<file path="config.mk">
export PLATFORM = sky130hd
export DESIGN_NAME = alu_pipe
export DESIGN_NICKNAME = d
export VERILOG_FILES = /design/src/rtl/alu_pipe.sv
export SDC_FILE = /design/constraint.sdc
export NUM_CORES = 1
export LEC_CHECK = 0
export ABC_AREA = 1
export CORE_UTILIZATION = 40
export CTS_CLUSTER_DIAMETER = 200
export DETAILED_ROUTE_END_ITERATION = 7
export HOLD_SLACK_MARGIN = 0.08
export PLACE_DENSITY = 0.59
export SLEW_MARGIN = 20
export SYNTH_ARGS = -nofsm -noshare
export SYNTH_HDL_FRONTEND = slang
export SYNTH_SLANG_ARGS = --single-unit
</file>
<file path="constraint.sdc">
create_clock -name clk -period 4.7 [get_ports clk]
set_clock_uncertainty 0.15 [all_clocks]
set_input_delay 0.705 -clock clk [delete_from_list [all_inputs] [get_ports clk]]
set_output_delay 0.705 -clock clk [all_outputs]
set_load 0.02 [all_outputs]
</file>
<file path="src/rtl/alu_pipe.sv">
// alu_pipe: two-stage pipelined ALU with valid/ready handshake and registered N/V/Z flags.
//
// Stage 1 captures {In1, In2, ALUOp} on accept. Stage 2 computes the result and registers it
// into ALUOut together with the flag update. Backpressure comes from out_ready. Flush drops
// both stages without touching FLAG.
//
// Ports:
//   clk        rising-edge clock
//   rst_n      asynchronous active-low reset
//   flush      synchronous drop of all in-flight ops (priority over accept)
//   in_valid   operands/op valid
//   in_ready   stage 1 can accept
//   In1, In2   operands; shift amount is In2[$clog2(WIDTH)-1:0]
//   ALUOp      0 ADD, 1 SUB, 2 XOR, 3 RED, 4 SLL, 5 SRA, 6 ROR, 7 PADDSB
//   out_valid  ALUOut valid
//   out_ready  consumer accepts ALUOut
//   ALUOut     registered result
//   FLAG       registered flags {Z, V, N}

module alu_pipe #(
   parameter int unsigned WIDTH = 16,
   parameter bit          SAT   = 1'b1
) (
   input  logic             clk,
   input  logic             rst_n,
   input  logic             flush,
   input  logic             in_valid,
   output logic             in_ready,
   input  logic [WIDTH-1:0] In1,
   input  logic [WIDTH-1:0] In2,
   input  logic [2:0]       ALUOp,
   output logic             out_valid,
   input  logic             out_ready,
   output logic [WIDTH-1:0] ALUOut,
   output logic [2:0]       FLAG
);

   localparam int unsigned ShW    = $clog2(WIDTH);
   localparam int unsigned NBytes = WIDTH / 8;
   localparam int unsigned NLanes = WIDTH / 4;
   localparam int unsigned Msb    = WIDTH - 1;

   localparam logic [WIDTH-1:0] SatMax = {1'b0, {(WIDTH-1){1'b1}}};
   localparam logic [WIDTH-1:0] SatMin = {1'b1, {(WIDTH-1){1'b0}}};

   typedef enum logic [2:0] {
      OpAdd    = 3'd0,
      OpSub    = 3'd1,
      OpXor    = 3'd2,
      OpRed    = 3'd3,
      OpSll    = 3'd4,
      OpSra    = 3'd5,
      OpRor    = 3'd6,
      OpPaddsb = 3'd7
   } op_e;

   // Stage 1 registers
   logic             s1_valid_q, s1_valid_d;
   logic [WIDTH-1:0] s1_a_q, s1_b_q;
   op_e              s1_op_q;

   // Stage 2 / output registers
   logic             out_valid_q, out_valid_d;
   logic [WIDTH-1:0] alu_out_q, alu_out_d;
   logic [2:0]       flag_q, flag_d;

   logic adv2, accept, load2;

   // Handshake
   assign adv2     = ~out_valid_q | out_ready;
   assign in_ready = ~s1_valid_q | adv2;
   assign accept   = in_valid & in_ready & ~flush;
   assign load2    = s1_valid_q & adv2 & ~flush;

   always_comb begin
      s1_valid_d = s1_valid_q;
      if (flush) begin
         s1_valid_d = 1'b0;
      end else if (in_ready) begin
         // Either S1 was empty or it drains into S2 this edge
         s1_valid_d = in_valid;
      end
   end

   always_comb begin
      out_valid_d = out_valid_q;
      if (flush) begin
         out_valid_d = 1'b0;
      end else if (adv2) begin
         out_valid_d = s1_valid_q;
      end
   end

   // Execute
   logic [ShW-1:0]     shamt;
   logic [WIDTH-1:0]   sum, diff, red_acc, paddsb;
   logic [2*WIDTH-1:0] rot2;
   logic [4:0]         lane_sum;
   logic               add_ovf, sub_ovf;

   assign shamt   = s1_b_q[ShW-1:0];
   assign sum     = s1_a_q + s1_b_q;
   assign diff    = s1_a_q - s1_b_q;
   assign add_ovf = (s1_a_q[Msb] == s1_b_q[Msb]) && (sum[Msb] != s1_a_q[Msb]);
   assign sub_ovf = (s1_a_q[Msb] != s1_b_q[Msb]) && (diff[Msb] != s1_a_q[Msb]);
   // Doubled operand makes rotate a plain shift; shamt=0 yields In1 unchanged
   assign rot2    = {s1_a_q, s1_a_q} >> shamt;

   // Sum of all signed bytes of both operands, accumulated modulo 2^WIDTH
   always_comb begin
      red_acc = '0;
      for (int i = 0; i < NBytes; i++) begin
         red_acc = red_acc + {{(WIDTH-8){s1_a_q[8*i+7]}}, s1_a_q[8*i +: 8]}
                           + {{(WIDTH-8){s1_b_q[8*i+7]}}, s1_b_q[8*i +: 8]};
      end
   end

   // Independent saturating 4-bit lanes; overflow when the 5-bit sum's top two bits differ
   always_comb begin
      paddsb   = '0;
      lane_sum = '0;
      for (int i = 0; i < NLanes; i++) begin
         lane_sum = {s1_a_q[4*i+3], s1_a_q[4*i +: 4]} + {s1_b_q[4*i+3], s1_b_q[4*i +: 4]};
         if (lane_sum[4] != lane_sum[3]) begin
            paddsb[4*i +: 4] = lane_sum[4] ? 4'b1000 : 4'b0111;
         end else begin
            paddsb[4*i +: 4] = lane_sum[3:0];
         end
      end
   end

   always_comb begin
      alu_out_d = alu_out_q;
      flag_d    = flag_q;
      if (load2) begin
         unique case (s1_op_q)
            OpAdd: begin
               if (SAT && add_ovf) alu_out_d = s1_a_q[Msb] ? SatMin : SatMax;
               else                alu_out_d = sum;
               flag_d = {(alu_out_d == '0), add_ovf, alu_out_d[Msb]};
            end
            OpSub: begin
               if (SAT && sub_ovf) alu_out_d = s1_a_q[Msb] ? SatMin : SatMax;
               else                alu_out_d = diff;
               flag_d = {(alu_out_d == '0), sub_ovf, alu_out_d[Msb]};
            end
            OpXor: begin
               alu_out_d = s1_a_q ^ s1_b_q;
               flag_d[2] = (alu_out_d == '0);
            end
            OpRed: alu_out_d = red_acc;
            OpSll: begin
               alu_out_d = s1_a_q << shamt;
               flag_d[2] = (alu_out_d == '0);
            end
            OpSra: begin
               alu_out_d = $unsigned($signed(s1_a_q) >>> shamt);
               flag_d[2] = (alu_out_d == '0);
            end
            OpRor: begin
               alu_out_d = rot2[WIDTH-1:0];
               flag_d[2] = (alu_out_d == '0);
            end
            OpPaddsb: alu_out_d = paddsb;
            default: alu_out_d = alu_out_q;
         endcase
      end
   end

   always_ff @(posedge clk or negedge rst_n) begin
      if (!rst_n) begin
         s1_valid_q  <= 1'b0;
         s1_a_q      <= '0;
         s1_b_q      <= '0;
         s1_op_q     <= OpAdd;
         out_valid_q <= 1'b0;
         alu_out_q   <= '0;
         flag_q      <= 3'b000;
      end else begin
         s1_valid_q  <= s1_valid_d;
         out_valid_q <= out_valid_d;
         alu_out_q   <= alu_out_d;
         flag_q      <= flag_d;
         if (accept) begin
            s1_a_q  <= In1;
            s1_b_q  <= In2;
            s1_op_q <= op_e'(ALUOp);
         end
      end
   end

   assign out_valid = out_valid_q;
   assign ALUOut    = alu_out_q;
   assign FLAG      = flag_q;

endmodule

</file>
==> results.yml <==
synth:
  synth_area_sq_um: 7820
  yosysSeqAreaShare: 0.1792
  ys_warn_count: 0
  synthArstFlopShare: 1.000
  synthTopCellsByArea: "nand2_1, dfrtp_1, nand3_1"
  synth-edff-count: 0
  synth_cells: 1303
  ys.flop_type: "dfrtp_1"
  yosys.area.top_type_share: 0.1925
  synth_seq_cells: 56
  synth_cell_types: 50
  yosysTopAreaCell: "nand2_1"
  syn_nets: 1410
  syn_area_per_cell_sq_um: 6.002
power_and_ir_drop:
  peakVddDrop_mv: 0.2131
  cellPowerDensity_nw_per_um2: 489.4
  total_power_mw: 4.295
  seqPwrFrac: 0.162
  p_sw_frac: 0.5545
  intPower_mw: 1.913
  p_leak_nw: 4.506
  switchingPower_mw: 2.381
  clkPwrFrac: 0.105
  p_comb_frac: 0.733
worst_setup_path:
  end_kind: "register"
  r2r_slack_ps: 530
  crit_arrival_ps: 4220
  critical_path_class: "reg2reg"
  critical_path.max_fanout: 10
  reg2reg_depth: 18
  startpoint_type: "register"
  cp.required_ps: 4740
clock_network:
  ctsHoldBuffers: 0
  cts_root_buf: "clkbuf_16"
  postCtsSetupRepairBufs: 0
  tritoncts: "built"
  cts_inserted_buffers: 5
  insertion_delay_ps: 310
  post_cts_resized: 0
  cts_sinks: 56
  htree_num_levels: 2
  max-clock-path-buffers: 2
  path_clk_slew_ps: 80
sta:
  maxSlewViolCount: 0
  finalSetupTns_ps: 0
  finalCritPeriodShare: 0.8880
  worstMarginPinSlew_ps: 840.0
  finalHoldViolations: 0
  finalSetupViolations: 0
  postLayoutSetupSlackWorst_ps: 526.2
  slew_headroom: 0.4380
  rsz0062_at_grt: "false"
  fmax_mhz: 239.6
  period_needed_ps: 4174
detailed_routing:
  drc: 0
  wl_microns: 31210
  wl_met3_microns: 2489
  drt-met1-wl_microns: 14130
  vias: 8882
  antenna_left: 0
  dr.pass1.iters: 7
  highest_layer: "met4"
  wl_per_cell_microns: 19.51
  vias_per_cell: 5.551
  drtIter0Drc: 913
  wl_met2_microns: 13360
floorplan:
  die_x_microns: 141.8
  start_util: 0.4125
  rows: 50
  fp.dieH_microns: 141.8
  io_pins: 61
  die_area_sq_um: 20110
  core_sq_um: 18960
run:
  maxCapViolCount: 0
worst_hold_path:
  holdCritPathClass: "in2async"
layout:
  area_delta_synth_final_pct: 12.22
  insertedDiodeCount: 0
  final_layout_size_suffix_gt1_frac: 0.05373
  post-route-util: 0.4630
  fin_nets: 1446
grt:
  grt_first_pass_wirelength_microns: 48020
  grt_antenna_before_repair: 0
  grt_overflow: 0
  grt_max_degree: 47
  first_global_vias: 8253
  track_usage: 0.3207
run_status:
  status: "complete, no violations"
placed_design:
  dpl.hpwl_microns: 25570
  portBuffers: 60
  pre_cts_ws_ps: 590.4
  place_congestion: 1.015
## worst paths after layout
| kind | from | to |
|---|---|---|
| min in group clk | ALUOut[9]$_DFFE_PN0P_ | ALUOut[9]$_DFFE_PN0P_ |
| max | s1_a_q[6]$_DFFE_PN0P_ | ALUOut[1]$_DFFE_PN0P_ |
| max reg2reg | s1_a_q[6]$_DFFE_PN0P_ | ALUOut[1]$_DFFE_PN0P_ |
| min reg2reg | ALUOut[9]$_DFFE_PN0P_ | ALUOut[9]$_DFFE_PN0P_ |
| max in group asynchronous | rst_n | out_valid$_DFFE_PN0P_ |
| min | rst_n | s1_op_q[0]$_DFFE_PN0P_ |
## cells in the mapped netlist (5+ instances only)
| master | number |
|---|---|
| inv_2 | 12 |
| buf_6 | 8 |
| buf_2 | 15 |
| buf_1 | 7 |
| o22ai_1 | 7 |
| dfrtp_1 | 56 |
| nand4_1 | 22 |
| nor2_1 | 136 |
| nor3_1 | 15 |
| clkbuf_1 | 17 |
| or2_2 | 5 |
| a21oi_1 | 90 |
| nand3_1 | 166 |
| nor2_2 | 5 |
| o21ai_0 | 54 |
| o21ai_1 | 9 |
| nand2_1 | 401 |
| inv_1 | 131 |
| o211ai_1 | 12 |
| xor2_1 | 14 |
| o221ai_1 | 5 |
| fa_1 | 23 |
| ha_1 | 44 |
## through the flow
| stage | hold WS, ps | instances | instance area [sq um] |
|---|---|---|---|
| floorplan | 259.4 | 1303 | 7820 |
| global route | 218.0 | 1600 | 8776 |
| global placement | 312.9 | 1592 | 8608 |
| finish | 169.1 | 1600 | 8776 |
| detailed placement | 315.1 | 1592 | 8608 |
| CTS | 190.4 | 1600 | 8776 |
## layout by cell type, fill, tap and decap left out, types with 2 or more instances in the layout
cell             count
a211oi_1             2
a21oi_1             90
a21oi_2              2
and2_1               4
buf_4               20
clkbuf_16            5
clkdlybuf4s50_1     59
dfrtp_1             56
fa_1                23
ha_1                44
inv_1              131
inv_2               12
inv_4                2
mux2_2               2
nand2_1            400
nand2_2              5
nand3_1            166
nand3_2              2
nand4_1             22
nor2_1             136
nor2_2               5
nor2_4               2
nor3_1              15
o2111ai_1            4
o211ai_1            12
o21a_1               3
o21ai_0             54
o21ai_1              9
o21bai_1             2
o221ai_1             5
o22ai_1              7
or2_1                2
or2_2                5
xor2_1              14
## sequential cells by signal (all words and copies together), names as in the netlist
register and flops:
ALUOut 16, s1_a_q 16, s1_b_q 16, FLAG 3, s1_op_q 3, out_valid 1
s1_valid_q 1
## layer usage
| layer | vias to the layer above | global-route usage |
|---|---|---|
| met2 | 463 | 0.4848 |
| met1 | 4029 | 0.4555 |
| met5 | - | 0 |
| li1 | 4317 | - |
| met3 | 73 | 0.05062 |
| met4 | 0 | 0.1245 |
## cells by family after synthesis
kind of cell             Yosys count  share of synthesized area
buffers and inverters            197                     0.1072
AND/OR/NAND/NOR                  771                     0.4245
flip-flops                        56                     0.1792
XOR/XNOR                          15                    0.01680
multiplexers                       2                   0.002880
adder cells (fa/ha/maj)           67                     0.1293
AO/OA/AOI/OAI                    195                     0.1402
## worst max-delay path: stages, from the launching register on
cell and delay, ps:
dfrtp_1 480, ha_1 540, a21oi_1 270, o21ai_0 130, a21oi_1 210, nand2_1 100, a21o_1 160, a21oi_1 170
fa_1 470, inv_1 70, nand2_1 50, nand3_1 240, nand2_1 110, nand2_1 100, nor2_1 50, a211oi_1 350
nand3_1 120, nor3_1 210, o21ai_0 90
## final cells by class
class                   count  area, sq um
clock buffers               6        128.9
clock inverters             2        38.79
fillers                  2071        10180
inverters                 146        553.0
multi-input cells        1050         5583
flip-flops and latches     56         1401
well taps                 260        325.3
repair buffers             80        745.7
## power by group through the flow
stage / Sequential, mW / Clock, mW / Combinational [mW]
floorplan: 0.779 / 0 / 2.02
global placement: 0.700 / 0 / 3.08
detailed placement: 0.706 / 0 / 3.07
CTS: 0.697 / 0.452 / 3.08
global route: 0.712 / 0.470 / 3.46
finish: 0.697 / 0.449 / 3.15
No activity file was read; power rests on OpenSTA's default activity.
